--- src/rtl/fft16_pkg.sv ---
// Shared constants, sample type and address helper for the 16-point FFT reorder buffer.
package fft16_pkg;

    localparam int DATA_W = 32;
    localparam int N_PTS  = 16;
    localparam int RADIX  = 4;
    localparam int ADDR_W = 4;

    typedef struct packed {
        logic [DATA_W-1:0] re;
        logic [DATA_W-1:0] im;
    } cplx_t;

    typedef enum logic {
        FILL  = 1'b0,
        DRAIN = 1'b1
    } state_t;

    // Lane k of butterfly beat m lands on natural bin index m + 4*k.
    function automatic logic [ADDR_W-1:0] digit_rev_addr(input logic [1:0] m, input logic [1:0] k);
        return ADDR_W'(m) + (ADDR_W'(k) << 2);
    endfunction

endpackage

--- src/rtl/fft16_sample_bank.sv ---
// 16-entry complex register file: one 4-lane digit-reversed write port, one natural-order read port.
module fft16_sample_bank
    import fft16_pkg::*;
(
    input  logic                  clk,
    input  logic                  we,
    input  logic [1:0]            wr_m,
    input  cplx_t [RADIX-1:0]     wr_lanes,
    input  logic [ADDR_W-1:0]     rd_addr,
    output cplx_t                 rd_data
);

    cplx_t mem [N_PTS];

    always_ff @(posedge clk) begin
        if (we) begin
            for (int k = 0; k < RADIX; k++) begin
                mem[digit_rev_addr(wr_m, 2'(k))] <= wr_lanes[k];
            end
        end
    end

    assign rd_data = mem[rd_addr];

endmodule

--- src/rtl/fft16_digit_reverse_buffer.sv ---
// Reorders radix-4 digit-reversed FFT results into natural-order bins over valid/ready.
// Define FFT16_PINGPONG_EN for a two-bank build that fills one bank while draining the other.
module fft16_digit_reverse_buffer
    import fft16_pkg::*;
(
    input  logic                  clk,
    input  logic                  rst,
    input  logic                  in_valid,
    output logic                  in_ready,
    input  logic [4*DATA_W-1:0]   in_k_real,
    input  logic [4*DATA_W-1:0]   in_k_im,
    output logic                  out_valid,
    input  logic                  out_ready,
    output logic [DATA_W-1:0]     out_real,
    output logic [DATA_W-1:0]     out_im,
    output logic [3:0]            out_idx,
    output logic                  out_last
);

    cplx_t [RADIX-1:0]   wr_lanes;
    cplx_t               rd_data;
    logic [ADDR_W-1:0]   rd_addr;
    logic [1:0]          beat_m;
    logic                accept;
    logic                done_wr;
    logic                last_hs;
    logic                start_read;

    always_comb begin
        for (int k = 0; k < RADIX; k++) begin
            wr_lanes[k].re = in_k_real[k*DATA_W +: DATA_W];
            wr_lanes[k].im = in_k_im[k*DATA_W +: DATA_W];
        end
    end

    assign accept  = in_valid && in_ready;
    assign done_wr = accept && (beat_m == 2'd3);
    assign last_hs = out_valid && out_ready && (out_idx == 4'(N_PTS-1));
    assign rd_addr = start_read ? '0 : out_idx + 4'd1;

    always_ff @(posedge clk or posedge rst) begin
        if (rst) begin
            beat_m <= '0;
        end else if (accept) begin
            beat_m <= beat_m + 2'd1;
        end
    end

`ifdef FFT16_PINGPONG_EN
    cplx_t       bank_rd [2];
    logic        wb;
    logic        rb;
    logic        rb_nx;
    logic [1:0]  full;
    logic [1:0]  full_nx;

    for (genvar b = 0; b < 2; b++) begin : g_bank
        fft16_sample_bank u_bank (
            .clk      (clk),
            .we       (accept && (wb == 1'(b))),
            .wr_m     (beat_m),
            .wr_lanes (wr_lanes),
            .rd_addr  (rd_addr),
            .rd_data  (bank_rd[b])
        );
    end

    // A bank stays full from write completion until its last bin is handed off.
    assign in_ready   = !full[wb];
    assign rb_nx      = last_hs ? ~rb : rb;
    assign start_read = (!out_valid || last_hs) &&
                        (full[rb_nx] || (done_wr && (wb == rb_nx)));
    assign rd_data    = bank_rd[rb_nx];

    always_comb begin
        full_nx = full;
        if (done_wr) full_nx[wb] = 1'b1;
        if (last_hs) full_nx[rb] = 1'b0;
    end

    always_ff @(posedge clk or posedge rst) begin
        if (rst) begin
            full <= '0;
            wb   <= 1'b0;
            rb   <= 1'b0;
        end else begin
            full <= full_nx;
            rb   <= rb_nx;
            if (done_wr) wb <= ~wb;
        end
    end
`else
    state_t state;
    state_t state_nx;

    fft16_sample_bank u_bank (
        .clk      (clk),
        .we       (accept),
        .wr_m     (beat_m),
        .wr_lanes (wr_lanes),
        .rd_addr  (rd_addr),
        .rd_data  (rd_data)
    );

    always_ff @(posedge clk or posedge rst) begin
        if (rst) state <= FILL;
        else     state <= state_nx;
    end

    always_comb begin
        state_nx   = state;
        in_ready   = 1'b0;
        start_read = 1'b0;
        case (state)
            FILL: begin
                in_ready = 1'b1;
                if (in_valid && (beat_m == 2'd3)) begin
                    state_nx   = DRAIN;
                    start_read = 1'b1;
                end
            end
            DRAIN: begin
                if (last_hs) state_nx = FILL;
            end
            default: state_nx = FILL;
        endcase
    end
`endif

    // A new frame takes priority so the two-bank build can chain frames without a bubble.
    always_ff @(posedge clk or posedge rst) begin
        if (rst) begin
            out_valid <= 1'b0;
            out_idx   <= '0;
            out_last  <= 1'b0;
            out_real  <= '0;
            out_im    <= '0;
        end else if (start_read) begin
            out_valid <= 1'b1;
            out_idx   <= '0;
            out_last  <= 1'b0;
            out_real  <= rd_data.re;
            out_im    <= rd_data.im;
        end else if (last_hs) begin
            out_valid <= 1'b0;
            out_last  <= 1'b0;
        end else if (out_valid && out_ready) begin
            out_idx   <= out_idx + 4'd1;
            out_last  <= (out_idx == 4'(N_PTS-2));
            out_real  <= rd_data.re;
            out_im    <= rd_data.im;
        end
    end

endmodule
--- config.mk ---
export PLATFORM = sky130hd
export DESIGN_NAME = fft16_digit_reverse_buffer
export DESIGN_NICKNAME = d
export VERILOG_FILES = /design/src/rtl/fft16_pkg.sv /design/src/rtl/fft16_sample_bank.sv /design/src/rtl/fft16_digit_reverse_buffer.sv
export SDC_FILE = /design/constraint.sdc
export NUM_CORES = 1
export LEC_CHECK = 0
export CAP_MARGIN = 20
export CORE_ASPECT_RATIO = 1.2
export CORE_MARGIN = 4
export CORE_UTILIZATION = 45
export CTS_CLUSTER_DIAMETER = 40
export DETAILED_ROUTE_END_ITERATION = 16
export PLACE_DENSITY = 0.67
export SLEW_MARGIN = 20
export SYNTH_ARGS = -nofsm -noshare
export SYNTH_HDL_FRONTEND = slang
export SYNTH_SLANG_ARGS = --single-unit
--- constraint.sdc ---
create_clock -name clk -period 8.9 [get_ports clk]
set_input_delay 2.67 -clock clk [delete_from_list [all_inputs] [get_ports clk]]
set_output_delay 2.67 -clock clk [all_outputs]
set_load 0.02 [all_outputs]
# Word-level counts from Yosys, hierarchy flattened
# Memory sizes are Yosys's and may differ from the RTL's.
# Cells that the tools add are included.
[word_totals] reg_bits=73 latchBits=0 ramBits=1024 mem_bits_ro=0 inputBits=260 wordCells=48 n_memories=1
[mem_list] memory="u_bank.mem" depth=16 width=64 read_ports=1 rd_ports_with_merged_regs=0 wr=4 line="fft16_sample_bank.sv:13" source="cplx_t mem [N_PTS];"
[op_classes] addsub=5 n_mul=0 div=0 order_cmp=0 eq_ne=4 shifts=0 n_mux=22 bitwise_logic=1 reduce_logical=8
[op_table] op="32-bit two-way mux" count=6
[op_table] op="4-bit two-way mux" count=4
[op_table] op="1-bit two-way mux" count=11
[op_table] op="4-bit == test, second input constant" count=2
[op_table] op="2-bit by 3-bit adder with 4-bit output, second input constant" count=1
[op_table] op="2-bit by 4-bit adder with 4-bit output, second input constant" count=1
[op_table] op="3-bit by 3-bit adder with 4-bit output, second input constant" count=1
[op_table] op="4-bit by 1-bit adder with 4-bit output, second input constant" count=1
[op_table] op="1-bit logical AND" count=4
[op_table] op="2-bit nonzero test" count=2
[op_table] op="3-bit nonzero test" count=1
[op_table] op="2-bit by 1-bit adder with 2-bit output, second input constant" count=1
[op_table] op="2-bit == test, second input constant" count=1
[op_table] op="2-bit by 1-bit != test with 1-bit output, second input constant" count=1
[op_table] op="1-bit case mux with 2 select lines" count=1
[op_table] op="2-bit AND reduction" count=1
[op_table] op="1-bit inverter" count=1

# Logic depth before layout (Yosys ltp)
# An unclocked memory read counts as a cell.
[depth] word_depth=9 depth_mapped=14 depth_no_buf=8

# Cells and area by module
# Synthesis repeated with hierarchy kept, for this count alone.
[unflattened] cells_unflattened=1753 hier_area_um2=41379.7
[modules_own_cells] mod="fft16_sample_bank" n_inst=1 cells_per_inst=1565 area_each_um2=38225.4 seq_area_each_um2=30749.5
[modules_own_cells] mod="fft16_digit_reverse_buffer" n_inst=1 cells_per_inst=188 area_each_um2=3154.3 seq_area_each_um2=1826.8

# Worst setup path before layout
# No wires, ideal clock.
[synth_path] path_kind="input port to flip-flop" start="input port in_valid" end="register out_real[1]" setup_ns=0.126 arrival_ns=11.466 setup_slack_ns=-2.693 path_stages=7 path_buffers=3 path_cell_list="nand3b_4 -> inv_2 -> buf_6 -> buf_2 -> buf_1 -> o21ai_0 -> a211o_1"
[synth_between] elab_chain_len=8
[synth_rtl] element="start: declaration" line="fft16_digit_reverse_buffer.sv:8" source="input logic in_valid,"
[synth_rtl] element="1-bit logical AND *" line="fft16_digit_reverse_buffer.sv:117" source="if (in_valid && (beat_m == 2'd3)) begin"
[synth_rtl] element="1-bit two-way mux *" line="fft16_digit_reverse_buffer.sv:117"
[synth_rtl] element="1-bit two-way mux *" line="fft16_digit_reverse_buffer.sv:114" source="case (state)"
[synth_rtl] element="4-bit two-way mux" line="fft16_digit_reverse_buffer.sv:39" source="assign rd_addr = start_read ? '0 : out_idx + 4'd1;"
[synth_rtl] element="memory 16 x 64 bit"
[synth_rtl] element="32-bit two-way mux" line="fft16_digit_reverse_buffer.sv:147" source="end else if (out_valid && out_ready) begin"
[synth_rtl] element="32-bit two-way mux" line="fft16_digit_reverse_buffer.sv:144" source="end else if (last_hs) begin"
[synth_rtl] element="32-bit two-way mux" line="fft16_digit_reverse_buffer.sv:138" source="end else if (start_read) begin"
[synth_rtl] element="end signal: assignment" line="fft16_digit_reverse_buffer.sv:142" source="out_real <= rd_data.re;"
[synth_rtl] element="end signal: assignment" line="fft16_digit_reverse_buffer.sv:150" source="out_real <= rd_data.re;"
[synth_rtl] element="end: declaration" line="fft16_digit_reverse_buffer.sv:14" source="output logic [DATA_W-1:0] out_real,"
# Mark *: on every way between the ends. The rest lies on a longest branch, timed or not. The select of a mux whose other input is x is not followed.
# A chain may end at the register's enable or synchronous reset.

# Worst setup path after layout
[layout_path] start="input port in_valid" end="register out_im[21]"
[layout_between] elab_chain_len=8
[layout_rtl] element="1-bit logical AND *" line="fft16_digit_reverse_buffer.sv:117"
[layout_rtl] element="1-bit two-way mux *" line="fft16_digit_reverse_buffer.sv:117"
[layout_rtl] element="1-bit two-way mux *" line="fft16_digit_reverse_buffer.sv:114"
[layout_rtl] element="4-bit two-way mux" line="fft16_digit_reverse_buffer.sv:39"
[layout_rtl] element="memory 16 x 64 bit"
[layout_rtl] element="32-bit two-way mux" line="fft16_digit_reverse_buffer.sv:147"
[layout_rtl] element="32-bit two-way mux" line="fft16_digit_reverse_buffer.sv:144"
[layout_rtl] element="32-bit two-way mux" line="fft16_digit_reverse_buffer.sv:138"
[layout_rtl] element="end signal: assignment" line="fft16_digit_reverse_buffer.sv:143" source="out_im <= rd_data.im;"
[layout_rtl] element="end signal: assignment" line="fft16_digit_reverse_buffer.sv:151" source="out_im <= rd_data.im;"
[layout_rtl] element="end: declaration" line="fft16_digit_reverse_buffer.sv:15" source="output logic [DATA_W-1:0] out_im,"
# Marked as above.

==> summary.json <==
{
  "grt_util_all_layers": {"value": 23.54, "unit": "%"},
  "ys_async_sr_fraction": {"value": 6.655, "unit": "%"},
  "crit_path_top_delay_cell": {"value": "nand2_2"},
  "timing_worst_slew_pin_value": {"value": 1168, "unit": "ps"},
  "report.final.slew_viol_count": {"value": 0},
  "timing.critical_path.fanout_max": {"value": 93},
  "cp-end-kind": {"value": "flip-flop"},
  "grt_start_max_net_pins": {"value": 140},
  "grt_first_pass_wirelength": {"value": 177800, "unit": "um"},
  "setup.reg_to_reg.worst_slack": {"value": 4600, "unit": "ps"},
  "finalHoldViolations": {"value": 0},
  "cts_resized": {"value": 0},
  "grt_pass1_vias": {"value": 27030},
  "yosys.area.top_type_share": {"value": 71.02, "unit": "%"},
  "worst_ep_arrival_time": {"value": 6300, "unit": "ps"},
  "routed_length_per_instance": {"value": 26.43, "unit": "um"},
  "synthDistinctLibCells": {"value": 52},
  "netlist_instances": {"value": 2938},
  "clockBufferDepth": {"value": 3},
  "start_kind": {"value": "primary input"},
  "overall_power_of_the_completed_layout": {"value": 0.01903, "unit": "W"},
  "worstReg2RegStart": {"value": "out_idx[0]"},
  "floorplan.core_area": {"value": 0.09542, "unit": "sq mm"},
  "dp.final_hpwl": {"value": 68250, "unit": "um"},
  "boundaryPins": {"value": 331},
  "synth_enable_flop_cells": {"value": 1024},
  "detailedRoute.firstIterationViolations": {"value": 2479},
  "htree_levels": {"value": 4},
  "power.share.combinational": {"value": 36.3, "unit": "%"},
  "clockRootBuffer": {"value": "clkbuf_16"},
  "fmax": {"value": 177.1, "unit": "MHz"},
  "worst_path_largest_cell_delay": {"value": 670, "unit": "ps"},
  "die_w": {"value": 291.2, "unit": "um"},
  "clock_sinks": {"value": 1097},
  "drc": {"value": 0},
  "setup.worst_path.end": {"value": "out_im[21]"},
  "tns": {"value": 0, "unit": "ps"},
  "power_frac_seq": {"value": 35.4, "unit": "%"},
  "timing.critical_path.from": {"value": "in_valid"},
  "post_synth_instance_area": {"value": 0.04330, "unit": "sq mm"},
  "fillCellCount": {"value": 7551},
  "syn-mean-instance-area": {"value": 14.74, "unit": "sq um"},
  "seq_area_frac_synth": {"value": 75.24, "unit": "%"},
  "die-height": {"value": 347.8, "unit": "um"},
  "ir_worst_vdd": {"value": 0.3693, "unit": "mV"},
  "yosys_register_bits": {"value": 1097},
  "rsz0062_at_grt": {"value": "no"},
  "final_period_minus_worst_setup_slack": {"value": 5646, "unit": "ps"},
  "route.detailed.vias_per_inst": {"value": 5.898},
  "syn-num-nets": {"value": 3204},
  "initial_core_util": {"value": 45.38, "unit": "%"},
  "ys.warnings.count": {"value": 0},
  "timing.rr.end": {"value": "out_real[0]"},
  "tritoncts": {"value": "yes"},
  "post_route_cells_drive_above_1_share": {"value": 9.414, "unit": "%"},
  "cts.reportedPaths.clkPinSlew": {"value": 60, "unit": "ps"},
  "synthDominantAreaCellType": {"value": "edfxtp_1"},
  "final_net_count": {"value": 3502},
  "leakagePower": {"value": 17.94, "unit": "nW"},
  "total_routed_wirelength": {"value": 122400, "unit": "um"},
  "placement_setup_slack": {"value": 2569, "unit": "ps"},
  "ys_dominant_reg_cell": {"value": "edfxtp_1"},
  "tritoncts.num_buffers": {"value": 132},
  "die_area": {"value": 0.1013, "unit": "sq mm"},
  "antenna_violations_before_repair": {"value": 35},
  "holdCritPathClass": {"value": "flip-flop to flip-flop"},
  "max-cap-violations": {"value": 0},
  "route.antenna.remaining_nets": {"value": 0},
  "finalWorstSetupSlack": {"value": 3254, "unit": "ps"},
  "power.switching": {"value": 0.007137, "unit": "W"},
  "area_added_between_synthesis_and_finish": {"value": 20.86, "unit": "%"},
  "clock_power_share": {"value": 28.3, "unit": "%"},
  "path_class": {"value": "primary input to flip-flop"},
  "status": {"value": "finished clean"},
  "min_period_over_period": {"value": 63.44, "unit": "%"},
  "timing.final.setup_violations": {"value": 0},
  "skew": {"value": 26.66, "unit": "ps"},
  "post-cts-setup-buffer-count": {"value": 0},
  "cp_data_required_time": {"value": 9550, "unit": "ps"},
  "ys_top_cells_by_area": {"value": "edfxtp_1 71%, dfrtp_1 4.2%, nand2_1 4.0%, mux2i_1 2.9%, o21ai_0 2.5%"},
  "drt_pass1_iterations": {"value": 5},
  "power_per_cell_area": {"value": 363.7, "unit": "mW/mm^2"},
  "post_cts_hold_buffer_count": {"value": 0},
  "intPower": {"value": 0.01190, "unit": "W"},
  "clk_latency": {"value": 720, "unit": "ps"},
  "placementRows": {"value": 124},
  "detailed_route_via_count": {"value": 27310},
  "slew_headroom": {"value": 21.89, "unit": "%"},
  "placer_s_final_routability_congestion_estimate": {"value": 0.7917},
  "rr_worst_depth": {"value": 9},
  "crit_path_cell_trace": {"value": "clkdlybuf4s50_1 -> nand3b_4 -> buf_12 -> nand2_4 -> nand2_2 -> buf_4 -> o22ai_1 -> a211oi_1 -> a211o_1"},
  "port_buffers": {"value": 330},
  "p_sw_share": {"value": 37.49, "unit": "%"},
  "globalRoute.totalOverflow": {"value": 0}
}
[stage by stage]
| step | hold WS [ps] | cells | utilization [%] | cell area, sq um |
|---|---|---|---|---|
| final | 535.1 | 4630 | 54.85 | 52330 |
| after global routing | 562.6 | 4612 | 54.80 | 52290 |
| after CTS | 531.2 | 4606 | 54.78 | 52270 |
| after detailed placement | 502.9 | 4362 | 50.10 | 47810 |
| after global placement | 510.5 | 4361 | 50.07 | 47780 |
| after floorplan | 518.2 | 2938 | - | 43310 |
[critical path, delay by kind of cell]
| family | cells | cell delay, ps |
|---|---|---|
| AND/OR/NAND/NOR | 3 | 1420 |
| buffers and inverters | 3 | 1430 |
| AO/OA/AOI/OAI | 3 | 590 |
[cells in the mapped netlist (2+ instances only)]
cell	instances
o211ai_1	86
a21oi_1	122
mux2_2	22
buf_6	4
and3_1	43
buf_2	71
buf_4	9
mux2i_1	127
inv_1	7
a31oi_1	24
o31ai_1	2
a211o_1	43
o221ai_1	19
a221oi_2	11
nand3_1	23
a21boi_0	42
clkbuf_1	105
inv_2	2
xnor2_1	3
nor2_1	69
xor2_1	2
o21ai_0	218
o22ai_1	86
nor2b_1	23
and2_1	5
buf_1	17
edfxtp_1	1024
clkbuf_2	5
ha_1	6
o21ai_1	2
nor3_1	3
a211oi_1	109
nand2_1	462
dfrtp_1	73
a221oi_1	52
[layout make-up]
type | instances | area (sq um) | share of cell area, %
flip-flops and latches | 1097 | 32580 | 62.26
diodes | 24 | 60.06 | 0.1148
multi-input cells | 1621 | 9817 | 18.76
inverters | 9 | 46.29 | 0.08846
repair buffers | 375 | 3786 | 7.235
clock buffers | 160 | 3565 | 6.812
well taps | 1260 | 1577 | 3.012
clock inverters | 84 | 902.1 | 1.724
[power groups by stage]
stage / Clock [W] / Combinational [W] / Sequential [W]
6_report: 0.00539 / 0.00691 / 0.00673
5_1_grt: 0.00571 / 0.00743 / 0.00678
3_3_place_gp: 0 / 0.00682 / 0.00681
3_5_place_dp: 0 / 0.00693 / 0.00682
2_1_floorplan: 0 / 0.00425 / 0.00695
4_1_cts: 0.00547 / 0.00695 / 0.00672
[layer usage]
| layer | routed length (um) | GRT usage (%) | vias up |
|---|---|---|---|
| li1 | - | - | 12040 |
| met1 | 45790 | 29.34 | 13690 |
| met2 | 59490 | 38.64 | 1273 |
| met3 | 12550 | 7.261 | 283 |
| met4 | 4371 | 9.331 | 22 |
| met5 | 153 | 0 | - |
[kinds of logic (layout without fill, tap and decap cells)]
family / count (synthesis) / count (layout) / synth area share [%]
xor+xnor: 5 / 5 / 0.1012
mux: 149 / 149 / 3.508
other cells: 0 / 24 / 0
compound gates: 825 / 825 / 12.58
simple gates: 636 / 636 / 6.126
flops: 1097 / 1097 / 75.24
fa+ha+maj: 6 / 6 / 0.1734
buf+inv: 220 / 628 / 2.274
[sequential cells by signal (all words and copies together), names as in the netlist]
| signal | flops |
|---|---|
| beat_m | 2 |
| out_idx | 4 |
| out_im | 32 |
| out_last | 1 |
| out_real | 32 |
| out_valid | 1 |
| state | 1 |
| u_bank.mem | 1024 |
[cell usage in the layout (no fill, tap or decap), types with 18 or more instances in the layout]
master / netlist / final
dfrtp_1: 73 / 72
diode_2: 0 / 24
a21oi_1: 122 / 121
mux2i_1: 127 / 127
a211o_1: 43 / 43
o21ai_0: 218 / 218
a221oi_1: 52 / 52
a211oi_1: 109 / 109
edfxtp_1: 1024 / 1024
a21boi_0: 42 / 42
nand3_1: 23 / 23
a31oi_1: 24 / 24
and3_1: 43 / 43
buf_4: 9 / 34
nor2b_1: 23 / 23
o22ai_1: 86 / 86
clkbuf_1: 105 / 18
nor2_1: 69 / 67
clkdlybuf4s50_1: 0 / 330
clkbuf_16: 0 / 137
o221ai_1: 19 / 19
o211ai_1: 86 / 86
nand2_1: 462 / 456
mux2_2: 22 / 22
[worst min path at each step]
| stage | startpoint | to | slack, ps | depth (start not counted) |
|---|---|---|---|---|
| 2_1_floorplan | state | state | 520 | 2 |
| 5_1_grt | out_real[8] | out_real[8] | 560 | 2 |
| 3_5_place_dp | out_real[31] | out_real[31] | 500 | 2 |
| 4_1_cts | out_real[31] | out_real[31] | 530 | 2 |
| 6_report | out_real[8] | out_real[8] | 540 | 2 |
| 3_3_place_gp | out_last | out_last | 510 | 2 |
Power figures use the tool's default switching activity.
